File: src/rtl/cam_window_sched.sv
// cam_window_sched: per-pixel window scheduler for the four-camera VGA compositor.
// Chooses which camera buffer owns each VGA pixel, using a fixed priority.
// Drives local read addresses to every buffer and returns the selected RGB565 word.
// Owns the user window offsets: debounced key stepping, saturation, and a frame-synchronous update.
// Optional feature macro: CAM_WIN_BORDER_EN paints a one-pixel white frame on each owned window.
module cam_window_sched #(
   parameter int WIN_W    = 174,
   parameter int WIN_H    = 144,
   parameter int BASE_X   = 40,
   parameter int OFFX_MAX = 200,
   parameter int OFFY_MAX = 96,
   parameter int DEBOUNCE = 250000,
   parameter int RD_LAT   = 1
) (
   input  logic        clk,
   input  logic        reset,
   input  logic [9:0]  pixel_x,
   input  logic [9:0]  pixel_y,
   input  logic        vsync_n,
   input  logic        key_x_n,
   input  logic        key_y_n,
   input  logic [15:0] cam_value0,
   input  logic [15:0] cam_value1,
   input  logic [15:0] cam_value2,
   input  logic [15:0] cam_value3,
   output logic [9:0]  x_addr0,
   output logic [9:0]  x_addr1,
   output logic [9:0]  x_addr2,
   output logic [9:0]  x_addr3,
   output logic [9:0]  y_addr0,
   output logic [9:0]  y_addr1,
   output logic [9:0]  y_addr2,
   output logic [9:0]  y_addr3,
   output logic [15:0] rgb_out,
   output logic [2:0]  cam_sel,
   output logic [9:0]  offset_x,
   output logic [9:0]  offset_y
);

   localparam int CW = $clog2(DEBOUNCE + 1);
   localparam logic [2:0] SEL_BG = 3'd4;

   // Fixed window bounds (cam0/cam2 columns, cam1/cam3 rows) centred on the 640x480 screen.
   localparam logic [9:0] MID_L = 10'(320 - WIN_W / 2);
   localparam logic [9:0] MID_R = 10'(320 + WIN_W / 2);
   localparam logic [9:0] MID_T = 10'(240 - WIN_H / 2);
   localparam logic [9:0] MID_B = 10'(240 + WIN_H / 2);

   logic [1:0]    key_meta, key_sync, key_stable, step;
   logic [CW-1:0] db_cnt [2];
   logic [9:0]    shadow_x, shadow_y, active_x, active_y;
   logic          vs_q1, vs_q2, vs_fall;
   logic [9:0]    win_l [4];
   logic [9:0]    win_r [4];
   logic [9:0]    win_t [4];
   logic [9:0]    win_b [4];
   logic [9:0]    lx [4];
   logic [9:0]    ly [4];
   logic [3:0]    in_win;
   logic [2:0]    sel_next, sel1, sel_d;
   logic [2:0]    sel_pipe [RD_LAT];
`ifdef CAM_WIN_BORDER_EN
   logic          border_next, border1, border_d;
   logic          border_pipe [RD_LAT];
`endif

   // Two-flop synchroniser on both raw keys; released level is high.
   always_ff @(posedge clk) begin
      if (reset) begin
         key_meta <= 2'b11;
         key_sync <= 2'b11;
      end else begin
         key_meta <= {key_y_n, key_x_n};
         key_sync <= key_meta;
      end
   end

   // Debounce: accept a new level after DEBOUNCE consecutive differing samples, pulse once on press.
   always_ff @(posedge clk) begin
      if (reset) begin
         key_stable <= 2'b11;
         step       <= 2'b00;
         for (int i = 0; i < 2; i++) db_cnt[i] <= '0;
      end else begin
         step <= 2'b00;
         for (int i = 0; i < 2; i++) begin
            if (key_sync[i] == key_stable[i]) begin
               db_cnt[i] <= '0;
            end else if (db_cnt[i] == CW'(DEBOUNCE - 1)) begin
               key_stable[i] <= key_sync[i];
               db_cnt[i]     <= '0;
               step[i]       <= ~key_sync[i];
            end else begin
               db_cnt[i] <= db_cnt[i] + 1'b1;
            end
         end
      end
   end

   // Shadow step counters, saturating; X and Y steps in the same cycle both apply.
   always_ff @(posedge clk) begin
      if (reset) begin
         shadow_x <= '0;
         shadow_y <= '0;
      end else begin
         if (step[0] && shadow_x != 10'(OFFX_MAX)) shadow_x <= shadow_x + 10'd1;
         if (step[1] && shadow_y != 10'(OFFY_MAX)) shadow_y <= shadow_y + 10'd1;
      end
   end

   // Register vsync_n twice so its falling edge is detected cleanly.
   always_ff @(posedge clk) begin
      if (reset) begin
         vs_q1 <= 1'b1;
         vs_q2 <= 1'b1;
      end else begin
         vs_q1 <= vsync_n;
         vs_q2 <= vs_q1;
      end
   end

   assign vs_fall = vs_q2 & ~vs_q1;

   // Active offsets only change at frame start, so a frame is never drawn with mixed offsets.
   always_ff @(posedge clk) begin
      if (reset) begin
         active_x <= '0;
         active_y <= '0;
      end else if (vs_fall) begin
         active_x <= shadow_x;
         active_y <= shadow_y;
      end
   end

   assign offset_x = 10'(BASE_X) + active_x;
   assign offset_y = active_y;

   // Window bounds, zero-based local coordinates and fixed-priority owner for the current pixel.
   always_comb begin
      win_l[0] = MID_L;                          win_r[0] = MID_R;
      win_t[0] = offset_y;                       win_b[0] = 10'(WIN_H) + offset_y;
      win_l[1] = 10'(640 - WIN_W) - offset_x;    win_r[1] = 10'd640 - offset_x;
      win_t[1] = MID_T;                          win_b[1] = MID_B;
      win_l[2] = MID_L;                          win_r[2] = MID_R;
      win_t[2] = 10'(480 - WIN_H) - offset_y;    win_b[2] = 10'd480 - offset_y;
      win_l[3] = offset_x;                       win_r[3] = 10'(WIN_W) + offset_x;
      win_t[3] = MID_T;                          win_b[3] = MID_B;
      for (int k = 0; k < 4; k++) begin
         lx[k]     = pixel_x - (win_l[k] + 10'd1);
         ly[k]     = pixel_y - (win_t[k] + 10'd1);
         in_win[k] = (pixel_x > win_l[k]) && (pixel_x <= win_r[k]) &&
                     (pixel_y > win_t[k]) && (pixel_y <= win_b[k]);
      end
      if (in_win[0])      sel_next = 3'd0;
      else if (in_win[1]) sel_next = 3'd1;
      else if (in_win[2]) sel_next = 3'd2;
      else if (in_win[3]) sel_next = 3'd3;
      else                sel_next = SEL_BG;
   end

`ifdef CAM_WIN_BORDER_EN
   // Border flag for the owning window: first or last local row or column.
   always_comb begin
      border_next = 1'b0;
      if (sel_next != SEL_BG) begin
         border_next = (lx[sel_next[1:0]] == 10'd0) || (lx[sel_next[1:0]] == 10'(WIN_W - 1)) ||
                       (ly[sel_next[1:0]] == 10'd0) || (ly[sel_next[1:0]] == 10'(WIN_H - 1));
      end
   end
`endif

   // Stage n+1: register all eight buffer addresses and the owner code.
   always_ff @(posedge clk) begin
      if (reset) begin
         x_addr0 <= '0; x_addr1 <= '0; x_addr2 <= '0; x_addr3 <= '0;
         y_addr0 <= '0; y_addr1 <= '0; y_addr2 <= '0; y_addr3 <= '0;
         sel1    <= SEL_BG;
`ifdef CAM_WIN_BORDER_EN
         border1 <= 1'b0;
`endif
      end else begin
         x_addr0 <= lx[0]; x_addr1 <= lx[1]; x_addr2 <= lx[2]; x_addr3 <= lx[3];
         y_addr0 <= ly[0]; y_addr1 <= ly[1]; y_addr2 <= ly[2]; y_addr3 <= ly[3];
         sel1    <= sel_next;
`ifdef CAM_WIN_BORDER_EN
         border1 <= border_next;
`endif
      end
   end

   // Delay the owner code by the buffer read latency so it lines up with cam_valueK.
   always_ff @(posedge clk) begin
      if (reset) begin
         for (int i = 0; i < RD_LAT; i++) sel_pipe[i] <= SEL_BG;
`ifdef CAM_WIN_BORDER_EN
         for (int i = 0; i < RD_LAT; i++) border_pipe[i] <= 1'b0;
`endif
      end else begin
         sel_pipe[0] <= sel1;
         for (int i = 1; i < RD_LAT; i++) sel_pipe[i] <= sel_pipe[i-1];
`ifdef CAM_WIN_BORDER_EN
         border_pipe[0] <= border1;
         for (int i = 1; i < RD_LAT; i++) border_pipe[i] <= border_pipe[i-1];
`endif
      end
   end

   assign sel_d = sel_pipe[RD_LAT-1];
`ifdef CAM_WIN_BORDER_EN
   assign border_d = border_pipe[RD_LAT-1];
`endif

   // Output stage: select the owning buffer's word, black for background.
   always_ff @(posedge clk) begin
      if (reset) begin
         rgb_out <= 16'h0000;
         cam_sel <= SEL_BG;
      end else begin
         cam_sel <= sel_d;
         case (sel_d)
            3'd0:    rgb_out <= cam_value0;
            3'd1:    rgb_out <= cam_value1;
            3'd2:    rgb_out <= cam_value2;
            3'd3:    rgb_out <= cam_value3;
            default: rgb_out <= 16'h0000;
         endcase
`ifdef CAM_WIN_BORDER_EN
         if (border_d && sel_d != SEL_BG) rgb_out <= 16'hFFFF;
`endif
      end
   end

endmodule

File: config.mk
export PLATFORM = sky130hd
export DESIGN_NAME = cam_window_sched
export DESIGN_NICKNAME = d
export VERILOG_FILES = /design/src/rtl/cam_window_sched.sv
export SDC_FILE = /design/constraint.sdc
export NUM_CORES = 1
export LEC_CHECK = 0
export CORE_MARGIN = 4
export CORE_UTILIZATION = 35
export DETAILED_ROUTE_END_ITERATION = 10
export MAX_ROUTING_LAYER = met4
export PLACE_DENSITY_LB_ADDON = 0.25
export REMOVE_ABC_BUFFERS = 1
export SKIP_CTS_REPAIR_TIMING = 1
export SLEW_MARGIN = 0
export SYNTH_ARGS = -nofsm -noshare
export SYNTH_HDL_FRONTEND = slang
export SYNTH_SLANG_ARGS = --single-unit
File: constraint.sdc
create_clock -name clk -period 4.56 [get_ports clk]
set_input_delay 0.456 -clock clk [delete_from_list [all_inputs] [get_ports clk]]
set_output_delay 0.456 -clock clk [all_outputs]
set_load 0.01 [all_outputs]
; After elaboration in Yosys (flattened, before gate mapping)
; Memory sizes are Yosys's and may differ from the RTL's.
; Cells that the tools add are included.
[totals]
in_bits = 89
memories = 2
ff_bits = 132
latchBits = 0
wordCells = 140
out_inout_bits = 119
rom_bits = 0
ramBits = 39
[mem_list]
columns = name, depth, width, rd, rd_ports_with_merged_regs, wr, line
row1 = db_cnt, 2, 18, 2, 0, 2, 50  ; logic [CW-1:0] db_cnt [2];
row2 = sel_pipe, 1, 3, 1, 0, 1, 61  ; logic [2:0] sel_pipe [RD_LAT];
[classes]
eq_ne = 9
mux = 38
div = 0
n_shift = 0
addsub = 21
reduce_logical = 21
n_mul = 0
bitwise = 14
order_cmp = 12
[op_table]
columns = operator, count
row1 = 18-bit 2-to-1 mux, 6
row2 = 16-bit one-hot mux with 4 select lines, 1
row3 = "10-bit by 1-bit adder with 10-bit output, second input constant", 6
row4 = 10-bit > comparator, 4
row5 = 10-bit less-or-equal comparator, 4
row6 = 10-bit subtractor, 4
row7 = "18-bit by 1-bit adder with 18-bit output, second input constant", 2
row8 = "18-bit == test, second input constant", 2
row9 = "9-bit by 10-bit subtractor with 10-bit output, first input constant", 3
row10 = 1-bit 2-to-1 mux, 26
row11 = "8-bit by 10-bit adder with 10-bit output, first input constant", 2
row12 = "10-bit by 8-bit > comparator with 1-bit output, second input constant", 2
row13 = "10-bit by 9-bit less-or-equal comparator with 1-bit output, second input constant", 2
row14 = "10-bit by 8-bit subtractor with 10-bit output, second input constant", 2
row15 = 3-bit 2-to-1 mux, 5
row16 = 1-bit logical AND, 13
row17 = 3-bit OR reduction, 4
row18 = "6-bit by 10-bit adder with 10-bit output, first input constant", 1
row19 = "10-bit by 7-bit != test with 1-bit output, second input constant", 1
row20 = "10-bit by 8-bit != test with 1-bit output, second input constant", 1
row21 = "10-bit subtractor, first input constant", 1
row22 = 1-bit inverter, 7
row23 = "3-bit by 2-bit == test with 1-bit output, second input constant", 2
row24 = 1-bit OR, 6
row25 = other kinds (6), 8

; Logic depth before layout (Yosys ltp)
; Gate-level depths: netlist (run 1).
[depth]
word_depth = 10
depth_mapped = 15
ltp_nobuf = 15

; Worst setup path after synthesis (run 1)
; Ideal clock, no wire load.
[synth_timing]
path_kind = register to register
start = register active_x[3]
end = register sel1[2]
path_slack_ns = 1.141
stages_incl_launch_ff = 15
arrival_time_ns = 3.304
setup_time_ns = 0.115
required_time_ns = 4.445
period_less_slack_ns = 3.419
n_path_buf = 1
path_cell_list = dfxtp_1 -> buf_6 -> a21oi_4 -> xor2_4 -> inv_4 -> or3_1 -> xnor2_1 -> ha_1 -> a21o_1 -> a21o_1 -> a221oi_1 -> a32oi_1 -> a2111oi_0 -> nor2_1 -> a31o_1
[synth_via]
elab_chain_cells = 10
elab_cells_between_ends = 18
classes_between = add/sub (4) / order compare (4) / mux (4) / reduce/logical (6)
[synth_lines]
columns = item, line
row1 = from (decl), 51  ; logic [9:0] shadow_x, shadow_y, active_x, active_y;
row2 = from (signal assigned), 130  ; active_x <= shadow_x;
row3 = 6-bit by 10-bit adder with 10-bit output (*), 135  ; assign offset_x = 10'(BASE_X) + active_x;
row4 = named net offset_x[6], 36  ; output logic [9:0] offset_x,
row5 = 8-bit by 10-bit adder with 10-bit output, 146  ; win_l[3] = offset_x; win_r[3] = 10'(WIN_W) + offset_x;
row6 = 10-bit less-or-equal comparator, 151  ; in_win[k] = (pixel_x > win_l[k]) && (pixel_x <= win_r[k]) &&
row7 = 1-bit logical AND (2 in series), 151
row8 = 1-bit logical AND, 152  ; (pixel_y > win_t[k]) && (pixel_y <= win_b[k]);
row9 = 3-bit 2-to-1 mux, 157  ; else if (in_win[3]) sel_next = 3'd3;
row10 = 3-bit 2-to-1 mux, 156  ; else if (in_win[2]) sel_next = 3'd2;
row11 = 3-bit 2-to-1 mux (*), 155  ; else if (in_win[1]) sel_next = 3'd1;
row12 = 3-bit 2-to-1 mux (*), 154  ; if (in_win[0]) sel_next = 3'd0;
row13 = to (signal assigned), 184  ; sel1 <= sel_next;
row14 = to (decl), 60  ; logic [2:0] sel_next, sel1, sel_d;
; Mark *: on every way through the listed nets, which the timed path passes. The rest lies on a longest branch.
; A chain may end at the register's enable or synchronous reset.

; Worst setup path after layout (run 1)
[layout_timing]
start = register active_x[1]
end = register sel1[2]
[layout_via]
elab_chain_cells = 10
elab_cells_between_ends = 18
classes_between = add/sub (4) / order compare (4) / mux (4) / reduce/logical (6)
[layout_lines]
columns = item, line
row1 = 6-bit by 10-bit adder with 10-bit output (*), 135
row2 = 8-bit by 10-bit adder with 10-bit output, 146
row3 = 10-bit less-or-equal comparator, 151
row4 = 1-bit logical AND (2 in series), 151
row5 = 1-bit logical AND, 152
row6 = 3-bit 2-to-1 mux, 157
row7 = 3-bit 2-to-1 mux, 156
row8 = 3-bit 2-to-1 mux (*), 155
row9 = 3-bit 2-to-1 mux (*), 154
; Mark *: on every way between the ends. The rest lies on a longest branch, timed or not.

==> impl_metrics.toml, run 1 <==
[setup_path]
path_buf_inv = 1
slowest_stage = "a2111oi_0"
critical-path-max-stage-delay_ps = 780
worstSetupStartpoint = "active_x[1]$_SDFFE_PP0P_"
start_kind = "flop"
crit_type = "reg2reg"
r2r_cells = 14
crit_chain = "inv_1, ha_1, nor2b_1, nand2_1, or3_1, xnor2_1, ha_1, a21o_1, a21o_1, a221oi_1, a32oi_1, a2111oi_0, nor2_1, a31o_1"
worstPathArrival_ps = 4300
path_max_fanout = 7
r2r_start = "active_x[1]$_SDFFE_PP0P_"
rrSetupSlack_ps = 580
regToRegEndpoint = "sel1[2]$_SDFF_PP1_"
worst_path_dominant_cell_family = "compound AO/OA/AOI/OAI gates"
critPathCaptureType = "flop"
cp.required_ps = 4880

[layout]
largest_register = "db_cnt"
fin_util = 0.459
reg_top3 = "db_cnt: 36 flops, rgb_out: 16 flops"
multi_input_area_um2 = 6070
areaGrowthSynthToFinish_pct = 28.8
layout-drive-gt1-share = 0.0623
final_nets = 1549
largest_reg_flops = 36
n_antenna_cell = 0
regArea_um2 = 3740
nFillCells = 2861

[place]
gp_congestion = 0.872
dp_hpwl_um = 20700
port_buffers = 207

[sta]
fmax_ghz = 0.252
post-route-period-util = 0.872
relSlewSlack = 0.419
tightest_slew_ps = 849
fin_crit_ps = 3980
rsz0062_at_grt = "false"
setup_violations = 0
holdWs_ps = 405
hold_violations = 0
drv_slew = 0
finalSetupTns_ps = 0
skew_ps = 10.5

[synth]
async_reset_ff_frac = 0
yosys.area.top_type = "dfxtp_1"
synth-seq-area-share = 0.365
synth_commonest_cells = "nor2_1, dfxtp_1, nand2_1"
ys_ff_latch = 169
synthCells = 1162
yosys_warnings = 0
synth_area_leaders = "dfxtp_1, ha_1, edfxtp_1"
synth_top_area_frac = 0.260
syn_area_per_cell_um2 = 8.82
synth_flop_cell = "dfxtp_1"
ys_types = 73
synth-edff-count = 36
synthMostInstantiatedCell = "nor2_1"
syn_area_um2 = 10300

[grt]
grt_util_all_layers = 0.171
grt_pass1_wl_um = 42500
antenna_found_initial = 0
grt_pass1_vias = 8278
grt_max_degree = 47
grt_overflow = 0

[floorplanning]
die_w_um = 179
die_h_um = 179
row_count = 62
start_util = 0.356
coreArea_um2 = 28800
dieArea_um2 = 32100
ios = 208

[cts]
cts-root-buf = "clkbuf_16"
cts_tree = "built"
clock_sinks = 169
clkTransAtPathRegs_ps = 70
clockBufferDepth = 2
cts_buffers = 17
h-tree-depth = 4
clk_latency_ps = 430

[hold_path]
hp-class = "reg2reg"
hp-start = "sel1[2]$_SDFF_PP1_"
hold_end = "sel_pipe[0][2]$_SDFF_PP1_"
hold_depth = 1

[routing]
wl_per_cell_um = 15.2
drt_first_pass_iters = 5
drc = 0
routed_wl_um = 26800
ant_nets = 0
vias_per_cell = 4.80
routed-via-count = 8470
drtIter0Drc = 386

[power]
power.density_nw_per_um2 = 270
vdd_drop_max_uv = 245
p_leak_nw = 5.04

[run]
max-cap-violations = 0

[status]
outcome = "finished, final reports clean"
-- kinds of logic (layout without fill, tap and decap cells) --
group,Yosys count,after routing,synth area share
simple gates,417,417,0.192
flops,169,169,0.365
other cells,1,36,0.000366
mux,19,19,0.0210
xor+xnor,131,131,0.118
buf+inv,122,306,0.0559
fa+ha+maj,95,95,0.118
compound gates,208,208,0.130
-- power by group --
part	leakage [nW]	switching [mW]	internal, mW
logic	3.31	0.256	0.287
clock network	0.275	0.686	0.721
registers	1.46	0.0323	1.59
-- worst max path at each step --
stage	endpoint	slack, ps	cells past startpoint
detailed placement	sel1[2]$_SDFF_PP1_	690	13
CTS	sel1[2]$_SDFF_PP1_	660	14
finish	sel1[2]$_SDFF_PP1_	580	14
floorplan	sel1[2]$_SDFF_PP1_	1120	13
global placement	sel1[2]$_SDFF_PP1_	800	13
global route	sel1[2]$_SDFF_PP1_	180	13
-- layout by cell type, fill, tap and decap left out, types with 9 or more instances in the layout --
cell type          n
a21oi_1           86
nand2_1          104
nand2b_1          14
nor2_1           143
or2_2             11
nor2b_1           23
inv_1             57
clkdlybuf4s50_1  206
nand4_1           20
nor3_1            22
mux2_2            16
xnor2_1           80
dfxtp_1          133
o21ai_0           26
and3_1            10
xor2_1            47
ha_1              88
a22oi_1           16
conb_1            36
edfxtp_1          36
a21o_1            18
nand3_1           32
buf_4              9
clkbuf_16         17
-- area by class of cell --
| type | count | area share |
|---|---|---|
| multi-input combinational | 906 | 0.460 |
| timing repair buffer | 215 | 0.161 |
| tap | 384 | 0.0364 |
| clock inverter | 15 | 0.0100 |
| inverter | 59 | 0.0170 |
| sequential | 169 | 0.283 |
| clock buffer | 17 | 0.0322 |
-- through the flow --
step / std cells / power [mW] / setup WS (ps) / instance area, um^2
3_3_place_gp: 1733 / 2.20 / 799 / 12700
6_report: 1765 / 3.57 / 585 / 13200
5_1_grt: 1765 / 3.76 / 176 / 13200
4_1_cts: 1765 / 3.63 / 665 / 13200
3_5_place_dp: 1733 / 2.20 / 695 / 12700
2_1_floorplan: 1134 / 1.90 / 1120 / 10000
-- metal layers --
layer	wire length (um)	share of wire	vias up	GRT usage
met5	0	0	-	-
met4	501	0.019	0	0.0505
met3	1890	0.070	27	0.0340
met2	12800	0.48	214	0.294
met1	11700	0.44	3874	0.202
li1	-	-	4355	-
Note: power is estimated with default switching activity, not from simulation.
==> run 2: changes to the inputs <==
--- a/config.mk
+++ b/config.mk
@@ -10,6 +10,7 @@
 export DETAILED_ROUTE_END_ITERATION = 10
 export MAX_ROUTING_LAYER = met4
 export PLACE_DENSITY_LB_ADDON = 0.25
+export RECOVER_POWER = 100
 export REMOVE_ABC_BUFFERS = 1
 export SKIP_CTS_REPAIR_TIMING = 1
 export SLEW_MARGIN = 0
==> constraint.sdc (replaced) <==
create_clock -name clk -period 4.56 [get_ports clk]
set_input_delay 0.456 -clock clk [delete_from_list [all_inputs] [get_ports clk]]
set_output_delay 0.456 -clock clk [all_outputs]
set_load 0.05 [all_outputs]
==> impl_metrics.toml, run 2 (synthesis gave the netlist of run 1 again) <==
[place]
pre_cts_ws_ps = 695
dp_hpwl_um = 20700
dpl.cell_count = 1733
port_buffers = 207
gp_congestion = 0.872

[sta]
setup_violations = 0
finalSetupTns_ps = 0
fmax_ghz = 0.254
hold_violations = 0
fin_crit_ps = 3940
skew_ps = 10.3
rsz0062_at_grt = "false"
setup_ws_ps = 617
post-route-period-util = 0.865
tightest_slew_ps = 2190
holdWs_ps = 405
drv_slew = 94
relSlewSlack = -0.463

[setup_path]
crit_type = "reg2reg"
r2r_cells = 14
crit_chain = "inv_1, ha_1, nor2b_1, nand2_1, or3_1, xnor2_1, ha_1, a21o_1, a21o_1, a221oi_1, a32oi_1, a2111oi_0, nor2_1, a31o_1"
critical-path-max-stage-delay_ps = 750
cp.required_ps = 4870
slowest_stage = "a2111oi_0"
worstPathArrival_ps = 4260
start_kind = "flop"
path_max_fanout = 7
critPathCaptureType = "flop"
rrSetupSlack_ps = 620

[run]
max-cap-violations = 2

[cts]
cts_buffers = 17
clockBufferDepth = 2
cts-root-buf = "clkbuf_16"
h-tree-depth = 4
clkTransAtPathRegs_ps = 70
clock_sinks = 169
clk_latency_ps = 430
cts_tree = "built"

[routing]
drt_first_pass_iters = 5
drtIter0Drc = 376
vias_per_cell = 4.81
ant_nets = 0
wl_per_cell_um = 15.2
routed-via-count = 8487
routed_wl_um = 26800
drc = 0

[hold_path]
hold_depth = 1
hp-class = "reg2reg"

[grt]
antenna_found_initial = 0
grt_max_degree = 47
grt_pass1_wl_um = 42500
grt_pass1_vias = 8278
grt_util_all_layers = 0.171
grt_overflow = 0

[floorplanning]
die_w_um = 179
ios = 208
start_util = 0.356
die_h_um = 179
row_count = 62
dieArea_um2 = 32100
coreArea_um2 = 28800

[layout]
layout_commonest_cell = "nor2_1"
final_nets = 1549
areaGrowthSynthToFinish_pct = 28.6
largest_register = "db_cnt"
largest_reg_flops = 36
layout-drive-gt1-share = 0.0579
regArea_um2 = 3740
multi_input_area_um2 = 6070
stdcell_count = 1765
final_cell_mix = "nor2_1, dfxtp_1, dlygate4sd3_1"
nFillCells = 2871
n_antenna_cell = 0
reg_top3 = "db_cnt: 36 flops, rgb_out: 16 flops"

[status]
outcome = "finished, violations left"
violations = "capacitance limit, slew limit"

[power]
vdd_drop_max_uv = 245
power_mw = 3.73
p_leak_nw = 5.30
power.density_nw_per_um2 = 282
-- run 2: cell count changes in the layout (fill, tap and decap cells not counted) --
cell	delta
dlygate4sd3_1	+120
o21ai_1	-2
clkbuf_1	+3
clkdlybuf4s50_1	-120
buf_4	-3
or2_2	-1
o21ai_2	-2
or2_0	+1
o21ai_0	+4
-- run 2: layer usage --
metal | track usage | vias up | part of all wire
met5 | - | - | 0
met4 | 0.0505 | 0 | 0.020
met3 | 0.0340 | 26 | 0.069
met2 | 0.294 | 213 | 0.48
met1 | 0.202 | 3893 | 0.43
li1 | - | 4355 | -
-- run 2: critical path: cells and delay by family, from the launching register on --
| kind | cells | cell delay [ps] |
|---|---|---|
| AO/OA/AOI/OAI | 6 | 1710 |
| adder cells (fa/ha/maj) | 2 | 570 |
| XOR/XNOR | 1 | 150 |
| flip-flops | 1 | 390 |
| AND/OR/NAND/NOR | 4 | 830 |
| buffers and inverters | 1 | 190 |
-- run 2: area by class of cell --
cell class,instances,area share
clock buffers,17,0.0323
flip-flops and latches,169,0.284
clock inverters,15,0.0101
repair buffers,215,0.161
multi-input cells,906,0.460
inverters,59,0.0170
well taps,384,0.0364
-- run 2: worst paths after layout --
path                             from                        end
max          active_x[1]$_SDFFE_PP0P_         sel1[2]$_SDFF_PP1_
min                sel1[2]$_SDFF_PP1_  sel_pipe[0][2]$_SDFF_PP1_
max reg2reg  active_x[1]$_SDFFE_PP0P_         sel1[2]$_SDFF_PP1_
min reg2reg        sel1[2]$_SDFF_PP1_  sel_pipe[0][2]$_SDFF_PP1_
-- run 2: metrics by stage --
| step | area, um^2 | util |
|---|---|---|
| 6_report | 13200 | 0.458 |
| 5_1_grt | 13200 | 0.458 |
| 2_1_floorplan | 10000 | - |
| 3_5_place_dp | 12700 | 0.440 |
| 3_3_place_gp | 12700 | 0.440 |
| 4_1_cts | 13200 | 0.459 |
-- run 2: report_power, final --
part | total, mW | switching, mW | internal (mW)
sequential | 1.62 | 0.0298 | 1.59
combinational | 0.702 | 0.437 | 0.264
clock | 1.41 | 0.685 | 0.721
total | 3.73 | 1.15 | 2.57
